--- src/rtl/wb_watchdog.sv ---
// wb_watchdog: Wishbone watchdog timer. A missed or wrong kick raises a fixed-length wdt_rst_o pulse.
// Optional pre-timeout interrupt (PRE register, STATUS[1], irq_o) is built only with WDT_PRETIMEOUT_EN.
module wb_watchdog #(
  parameter int unsigned             COUNT_WIDTH      = 24,
  parameter logic [COUNT_WIDTH-1:0]  DEFAULT_LOAD     = COUNT_WIDTH'(24'hFF_FFFF),
  parameter logic [31:0]             KICK_KEY         = 32'h5A5A_A5A5,
  parameter int unsigned             RST_PULSE_CYCLES = 16
) (
  input  logic        clk_i,
  input  logic        nrst_i,
  input  logic [4:0]  wb_adr_i,
  input  logic [31:0] wb_dat_i,
  input  logic [3:0]  wb_sel_i,
  input  logic        wb_we_i,
  input  logic        wb_cyc_i,
  input  logic        wb_stb_i,
  output logic [31:0] wb_dat_o,
  output logic        wb_ack_o,
  output logic        wdt_rst_o,
  output logic        irq_o
);

  localparam int unsigned PW = (RST_PULSE_CYCLES > 1) ? $clog2(RST_PULSE_CYCLES) : 1;
  localparam logic [PW-1:0]          PULSE_LAST = PW'(RST_PULSE_CYCLES - 1);
  localparam logic [COUNT_WIDTH-1:0] CNT_ONE    = COUNT_WIDTH'(1);

  logic                   en;
  logic                   lock;
  logic                   force_exp;
  logic [COUNT_WIDTH-1:0] load_q;
  logic [COUNT_WIDTH-1:0] count_q;
  logic [PW-1:0]          pulse_cnt;
  logic                   pre_flag;
  logic [31:0]            rdata;
`ifdef WDT_PRETIMEOUT_EN
  logic [COUNT_WIDTH-1:0] pre_q;
`endif

  logic       access;
  logic       wr;
  logic [2:0] reg_sel;
  logic       wr_ctrl;
  logic       wr_load;
  logic       wr_kick;
  logic       key_ok;
  logic       valid_kick;
  logic       bad_kick;
  logic       en_rise;
  logic       expire;
  logic       unused_bits;

  // Wishbone: a request is taken when cyc&stb are high and no ack is pending; the write
  // lands on that edge and ack/read data are registered for exactly one cycle after it.
  assign access  = wb_cyc_i & wb_stb_i & ~wb_ack_o;
  assign wr      = access & wb_we_i;
  assign reg_sel = wb_adr_i[4:2];
  assign wr_ctrl = wr && (reg_sel == 3'd0);
  assign wr_load = wr && (reg_sel == 3'd1);
  assign wr_kick = wr && (reg_sel == 3'd3);
  assign key_ok  = (wb_dat_i == KICK_KEY);

  assign unused_bits = ^{wb_sel_i, wb_adr_i[1:0]};

  // Kicks are ignored while the reset pulse is out; a wrong key only matters once locked.
  assign valid_kick = wr_kick & key_ok & en & ~wdt_rst_o;
  assign bad_kick   = wr_kick & ~key_ok & lock & en & ~wdt_rst_o;
  assign en_rise    = wr_ctrl & ~lock & ~en & wb_dat_i[0];
  assign expire     = en & (count_q == '0) & ~valid_kick & ~wdt_rst_o;

  always_comb begin
    rdata = '0;
    case (reg_sel)
      3'd0:    rdata = {30'd0, lock, en};
      3'd1:    rdata = 32'(load_q);
      3'd2:    rdata = 32'(count_q);
      3'd4:    rdata = {30'd0, pre_flag, wdt_rst_o};
`ifdef WDT_PRETIMEOUT_EN
      3'd5:    rdata = 32'(pre_q);
`endif
      default: rdata = '0;
    endcase
  end

  always_ff @(posedge clk_i or negedge nrst_i) begin
    if (!nrst_i) begin
      wb_ack_o <= 1'b0;
      wb_dat_o <= '0;
    end else begin
      wb_ack_o <= access;
      wb_dat_o <= (access && !wb_we_i) ? rdata : '0;
    end
  end

  always_ff @(posedge clk_i or negedge nrst_i) begin
    if (!nrst_i) begin
      en     <= 1'b0;
      lock   <= 1'b0;
      load_q <= DEFAULT_LOAD;
    end else if (!lock) begin
      if (wr_ctrl) begin
        en   <= wb_dat_i[0];
        lock <= wb_dat_i[1];
      end
      if (wr_load) begin
        load_q <= wb_dat_i[COUNT_WIDTH-1:0];
      end
    end
  end

  // A locked wrong-key kick zeroes COUNT one edge later, so expiry follows on the edge after.
  always_ff @(posedge clk_i or negedge nrst_i) begin
    if (!nrst_i) begin
      count_q   <= DEFAULT_LOAD;
      wdt_rst_o <= 1'b0;
      pulse_cnt <= '0;
      force_exp <= 1'b0;
    end else begin
      force_exp <= bad_kick;
      if (wdt_rst_o) begin
        if (pulse_cnt == '0) begin
          wdt_rst_o <= 1'b0;
        end else begin
          pulse_cnt <= pulse_cnt - PW'(1);
        end
      end else if (expire) begin
        wdt_rst_o <= 1'b1;
        pulse_cnt <= PULSE_LAST;
      end
      if (!wdt_rst_o) begin
        if (en_rise || valid_kick || expire) begin
          count_q <= load_q;
        end else if (force_exp) begin
          count_q <= '0;
        end else if (en && (count_q != '0)) begin
          count_q <= count_q - CNT_ONE;
        end
      end
    end
  end

`ifdef WDT_PRETIMEOUT_EN
  logic wr_pre;
  logic wr_status;
  assign wr_pre    = wr && (reg_sel == 3'd5);
  assign wr_status = wr && (reg_sel == 3'd4);

  always_ff @(posedge clk_i or negedge nrst_i) begin
    if (!nrst_i) begin
      pre_q    <= '0;
      pre_flag <= 1'b0;
    end else begin
      if (wr_pre) begin
        pre_q <= wb_dat_i[COUNT_WIDTH-1:0];
      end
      if (en && (count_q == pre_q) && (pre_q != '0)) begin
        pre_flag <= 1'b1;
      end else if (wr_status && wb_dat_i[1]) begin
        pre_flag <= 1'b0;
      end
    end
  end

  assign irq_o = pre_flag;
`else
  assign pre_flag = 1'b0;
  assign irq_o    = 1'b0;
`endif

endmodule
--- config.mk ---
export PLATFORM = sky130hd
export DESIGN_NAME = wb_watchdog
export DESIGN_NICKNAME = d
export VERILOG_FILES = /design/src/rtl/wb_watchdog.sv
export SDC_FILE = /design/constraint.sdc
export NUM_CORES = 1
export LEC_CHECK = 0
export ABC_AREA = 1
export CORE_UTILIZATION = 45
export CTS_BUF_LIST = sky130_fd_sc_hd__clkbuf_4
export CTS_CLUSTER_SIZE = 24
export DETAILED_ROUTE_END_ITERATION = 8
export HOLD_SLACK_MARGIN = 0.1
export MAX_ROUTING_LAYER = met4
export PLACE_DENSITY_LB_ADDON = 0.15
export SYNTH_ARGS = -nofsm -noshare
export SYNTH_HDL_FRONTEND = slang
export SYNTH_SLANG_ARGS = --single-unit
--- constraint.sdc ---
create_clock -name clk_i -period 5.1 [get_ports clk_i]
set_clock_uncertainty 0.2 [all_clocks]
set_input_delay 1.53 -clock clk_i [delete_from_list [all_inputs] [get_ports clk_i]]
set_output_delay 1.53 -clock clk_i [all_outputs]
set_load 0.05 [all_outputs]
==> out/metrics.sh <==
RUN_STATUS='finished clean'
MEASURED_SLEW_AT_THE_WORST_SLEW_CHECK_PIN_PS=1010
CTS_SINKS=81
START_UTIL=0.461
DIE_OUTLINE_AREA_SQ_UM=10900
GR-TOTAL-OVERFLOW=0
TIMING.FINAL.MAX_SLEW_VIOLATIONS=0
REMAINING_MAX_SLEW_BUDGET_AT_THE_TIGHTEST_PIN=0.326
YS_DOMINANT_REG_CELL='sky130_fd_sc_hd__dfstp_2'
AREAGROWTHSYNTHTOFINISH_PCT=17.7
POST_SYNTH.CELL_AREA_AVG_SQ_UM=7.47
DRIVE_GT1_FRAC=0.140
YS_ASYNC_SR_FRACTION=1.00
GRT_START_MAX_NET_PINS=82
ROOT_BUFFER='sky130_fd_sc_hd__clkbuf_4'
CORE_AREA_SQ_UM=10200
CTSHOLDBUFFERS=0
CRITICAL_PATH.N_BUFFERS_INVERTERS=1
GROUTE.USAGE.OVERALL=0.244
FINAL.PERIOD_UTILIZATION=0.713
FINALNONFILLERCELLS=831
DRC=0
SYN-CELL-AREA_SQ_UM=4720
CELLLEAKAGEPOWER_nW=2.63
RSZ_0062_RAISED_AFTER_GLOBAL_ROUTING='false'
WORST_SETUP_PATH_START_KIND='input port'
CP_SLOWEST_STAGE_DELAY_PS=740
POST_CTS_BUFFERS=0
POWER.DENSITY_nW_PER_UM2=499
SYNTH-EDFF-COUNT=0
PLACE.DETAILED.INSTANCES=815
SYNTH.YOSYS.SEQ_AREA_SHARE=0.442
FIRST_GLOBAL_VIAS=4205
CLKSLEWWORSTSETUPHOLDPATHS_PS=120
CPLARGESTDELAYFAMILY='simple AND/OR/NAND/NOR gates'
ROUTE.VIAS.TOTAL=4246
SYNTH.AREA.TOP_CELLS='sky130_fd_sc_hd__dfstp_2 (27%), sky130_fd_sc_hd__nand2_1 (19%), sky130_fd_sc_hd__dfrtp_1 (17%)'
REG2REG_SLACK_PS=2180
SYNTH_TOP_CELL_AREA_SHARE=0.267
TOP_SIGNAL_LAYER_USED='met4'
SYNTH.MOST_COMMON_CELL='sky130_fd_sc_hd__nand2_1'
CTS-RESIZED-GATES=0
CP_SLOWEST_CELL='sky130_fd_sc_hd__o21ai_4'
POST-DP-HPWL_UM=8270
DIEHEIGHT_UM=104
DRT_PRE_ANTENNA_ITERS=5
INSERTEDDIODECOUNT=0
FMAX_MHz=275
CRIT_TOP_CELL='sky130_fd_sc_hd__nand2_1'
FINALHOLDVIOLCOUNT=0
TIMING_WORST_SETUP_PATH_TYPE='in -> reg'
TIMING_STARTPOINT_OF_THE_CRITICAL_PATH='wb_adr_i[2]'
CTS_MAX_LEVEL=3
WL_UM=11700
CP.REQUIRED_PS=5290
CTS_BUFFERS=9
IO-PIN-COUNT=81
SUM_OF_ROUTED_WIRE_SEGMENTS_ON_MET1_UM=5550
MIN_PERIOD_PS=3640
CRIT-REG2REG-LAUNCH='count_q[0]'
MET2_WIRELENGTH_UM=5460
GLOBALPLACE.CONGESTION=0.904
FIN_HOLD_WS_PS=284
WORST-ENDPOINT-ARRIVAL_PS=3820
CTS_TREE='yes'
WORST_VOLTAGE_DROP_ACROSS_THE_VDD_GRID_mV=0.202
ROWS=37
TIMING.HOLD.WORST.CLASS='reg -> reg'
ENDPOINT_KIND='flop'
DETAILEDROUTE.FIRSTITERATIONVIOLATIONS=206
CRITICAL_PATH_PEAK_FANOUT=37
PORTBUFS=65
DIE_X_UM=104
GRT_FIRST_PASS_WIRELENGTH_UM=20400
MAX-CLOCK-PATH-BUFFERS=2
SYNTH_TOP_AREA_CELL='sky130_fd_sc_hd__dfstp_2'
ROUTED_VIA_DENSITY=5.11
SYNTH_COMMONEST_CELLS='sky130_fd_sc_hd__nand2_1 (239), sky130_fd_sc_hd__nor2_1 (64), sky130_fd_sc_hd__inv_1 (53), sky130_fd_sc_hd__dfstp_2 (48), sky130_fd_sc_hd__dfrtp_1 (33)'
SYNTH.LIB_CELLS_USED.DISTINCT=40
DRT.ANTENNA.VIOLATING_NETS=0
POSTSYNTHREGISTERBITS=81
FINALSETUPTNS_PS=0
INSERTION_DELAY_PS=450
SETUP-VIOLATIONS-FINAL=0
NETS_FINAL=740
SYN-INSTANCE-COUNT=632
YOSYSWARNINGCOUNT=0
AVGROUTEDWIREPERCELL_UM=14.1
ANTENNA_FOUND_INITIAL=0
POSTLAYOUTCOREUTIL=0.543
WORST_PATH_CELL_CHAIN='clkdlybuf4s50_1, nor2_1, nand2_1, nor2_1, nand4_2, nand3_4, o21ai_4, nand2_1, nand2_1'
DRV.MAX_CAP_VIOLATION_COUNT=0
FIN_AREA_SQ_UM=5560
WORST_HOLD_STARTPOINT='count_q[1]'
PLACED_AREA_SQ_UM=5430
MET3_LENGTH_UM=568
metal layers:
| metal | up-vias | global-route usage |
|---|---|---|
| li1 | 2118 | - |
| met5 | - | - |
| met2 | 119 | 0.381 |
| met1 | 1996 | 0.323 |
| met4 | 0 | 0.0806 |
| met3 | 13 | 0.0401 |
path summary, 6_finish.rpt:
| kind | endpoint | cells after the start |
|---|---|---|
| min in group asynchronous | wb_dat_o[8] | 1 |
| hold / removal | count_q[1] | 2 |
| hold reg to reg | count_q[1] | 2 |
| setup reg to reg | count_q[0] | 9 |
| max in group asynchronous | wb_dat_o[3] | 1 |
| setup / recovery | count_q[0] | 9 |
registers in the layout, indices dropped and copies added (netlist names):
| signal | flops |
|---|---|
| count_q | 24 |
| load_q | 24 |
| wb_dat_o | 24 |
| pulse_cnt | 4 |
| en | 1 |
| force_exp | 1 |
| lock | 1 |
| wb_ack_o | 1 |
| wdt_rst_o | 1 |
layout make-up:
cell class	instances	area (sq um)
Sequential cell	81	2090
Tap cell	136	170
Timing Repair Buffer	70	686
Clock buffer	11	82.6
Clock inverter	5	47.5
Fill cell	985	4670
Multi-Input combinational cell	473	2280
Inverter	55	206
cells by family (layout without fill, tap and decap cells):
family,count (synthesis),after routing,synth area share
AND/OR/NAND/NOR,372,372,0.339
buffers and inverters,86,141,0.0827
flip-flops,81,81,0.442
AO/OA/AOI/OAI,68,68,0.0806
multiplexers,14,14,0.0334
XOR/XNOR,6,6,0.0111
adder cells (fa/ha/maj),4,4,0.0106
other,1,9,0.000795
layout by cell type (no fill, tap or decap), drive strengths merged:
cell type	Yosys	final
o221ai	1	1
xor2	4	4
nor3b	1	1
dfstp	48	48
mux2	14	14
o21ai	33	33
ha	4	4
a31oi	1	1
inv	54	54
a21oi	24	24
bufinv	0	1
nand2	241	241
nor4	1	1
clkinv	1	5
dfrtp	33	33
conb	1	9
nor3	3	3
o211ai	1	1
nand3	31	31
o21bai	4	4
clkdlybuf4s50	0	64
buf	18	6
nand4	26	26
xnor2	2	2
nor2	69	69
a311oi	1	1
clkbuf	13	11
a21o	3	3
power by group:
part / switching (W) / internal [W]
Clock: 0.000222 / 0.000156
Combinational: 0.000997 / 0.000632
Sequential: 0.0000579 / 0.000706
worst reg2reg max path, stage by stage, from the launching register on:
cell                      delay (ps)
sky130_fd_sc_hd__dfstp_2         560
sky130_fd_sc_hd__inv_1            80
sky130_fd_sc_hd__ha_1            200
sky130_fd_sc_hd__nand3_1          70
sky130_fd_sc_hd__nor2_1           60
sky130_fd_sc_hd__nand4_2         280
sky130_fd_sc_hd__nand3_4         440
sky130_fd_sc_hd__o21ai_4         740
sky130_fd_sc_hd__nand2_1         120
sky130_fd_sc_hd__nand2_1         100
metrics by stage:
step | worst slack (ps) | power [W]
6_report | 1460 | 0.00277
5_1_grt | 1240 | 0.00308
4_1_cts | 1450 | 0.00278
3_5_place_dp | 1010 | 0.00239
3_3_place_gp | 1100 | 0.00235
2_1_floorplan | 2150 | 0.00209
No activity file was read; power rests on OpenSTA's default activity.
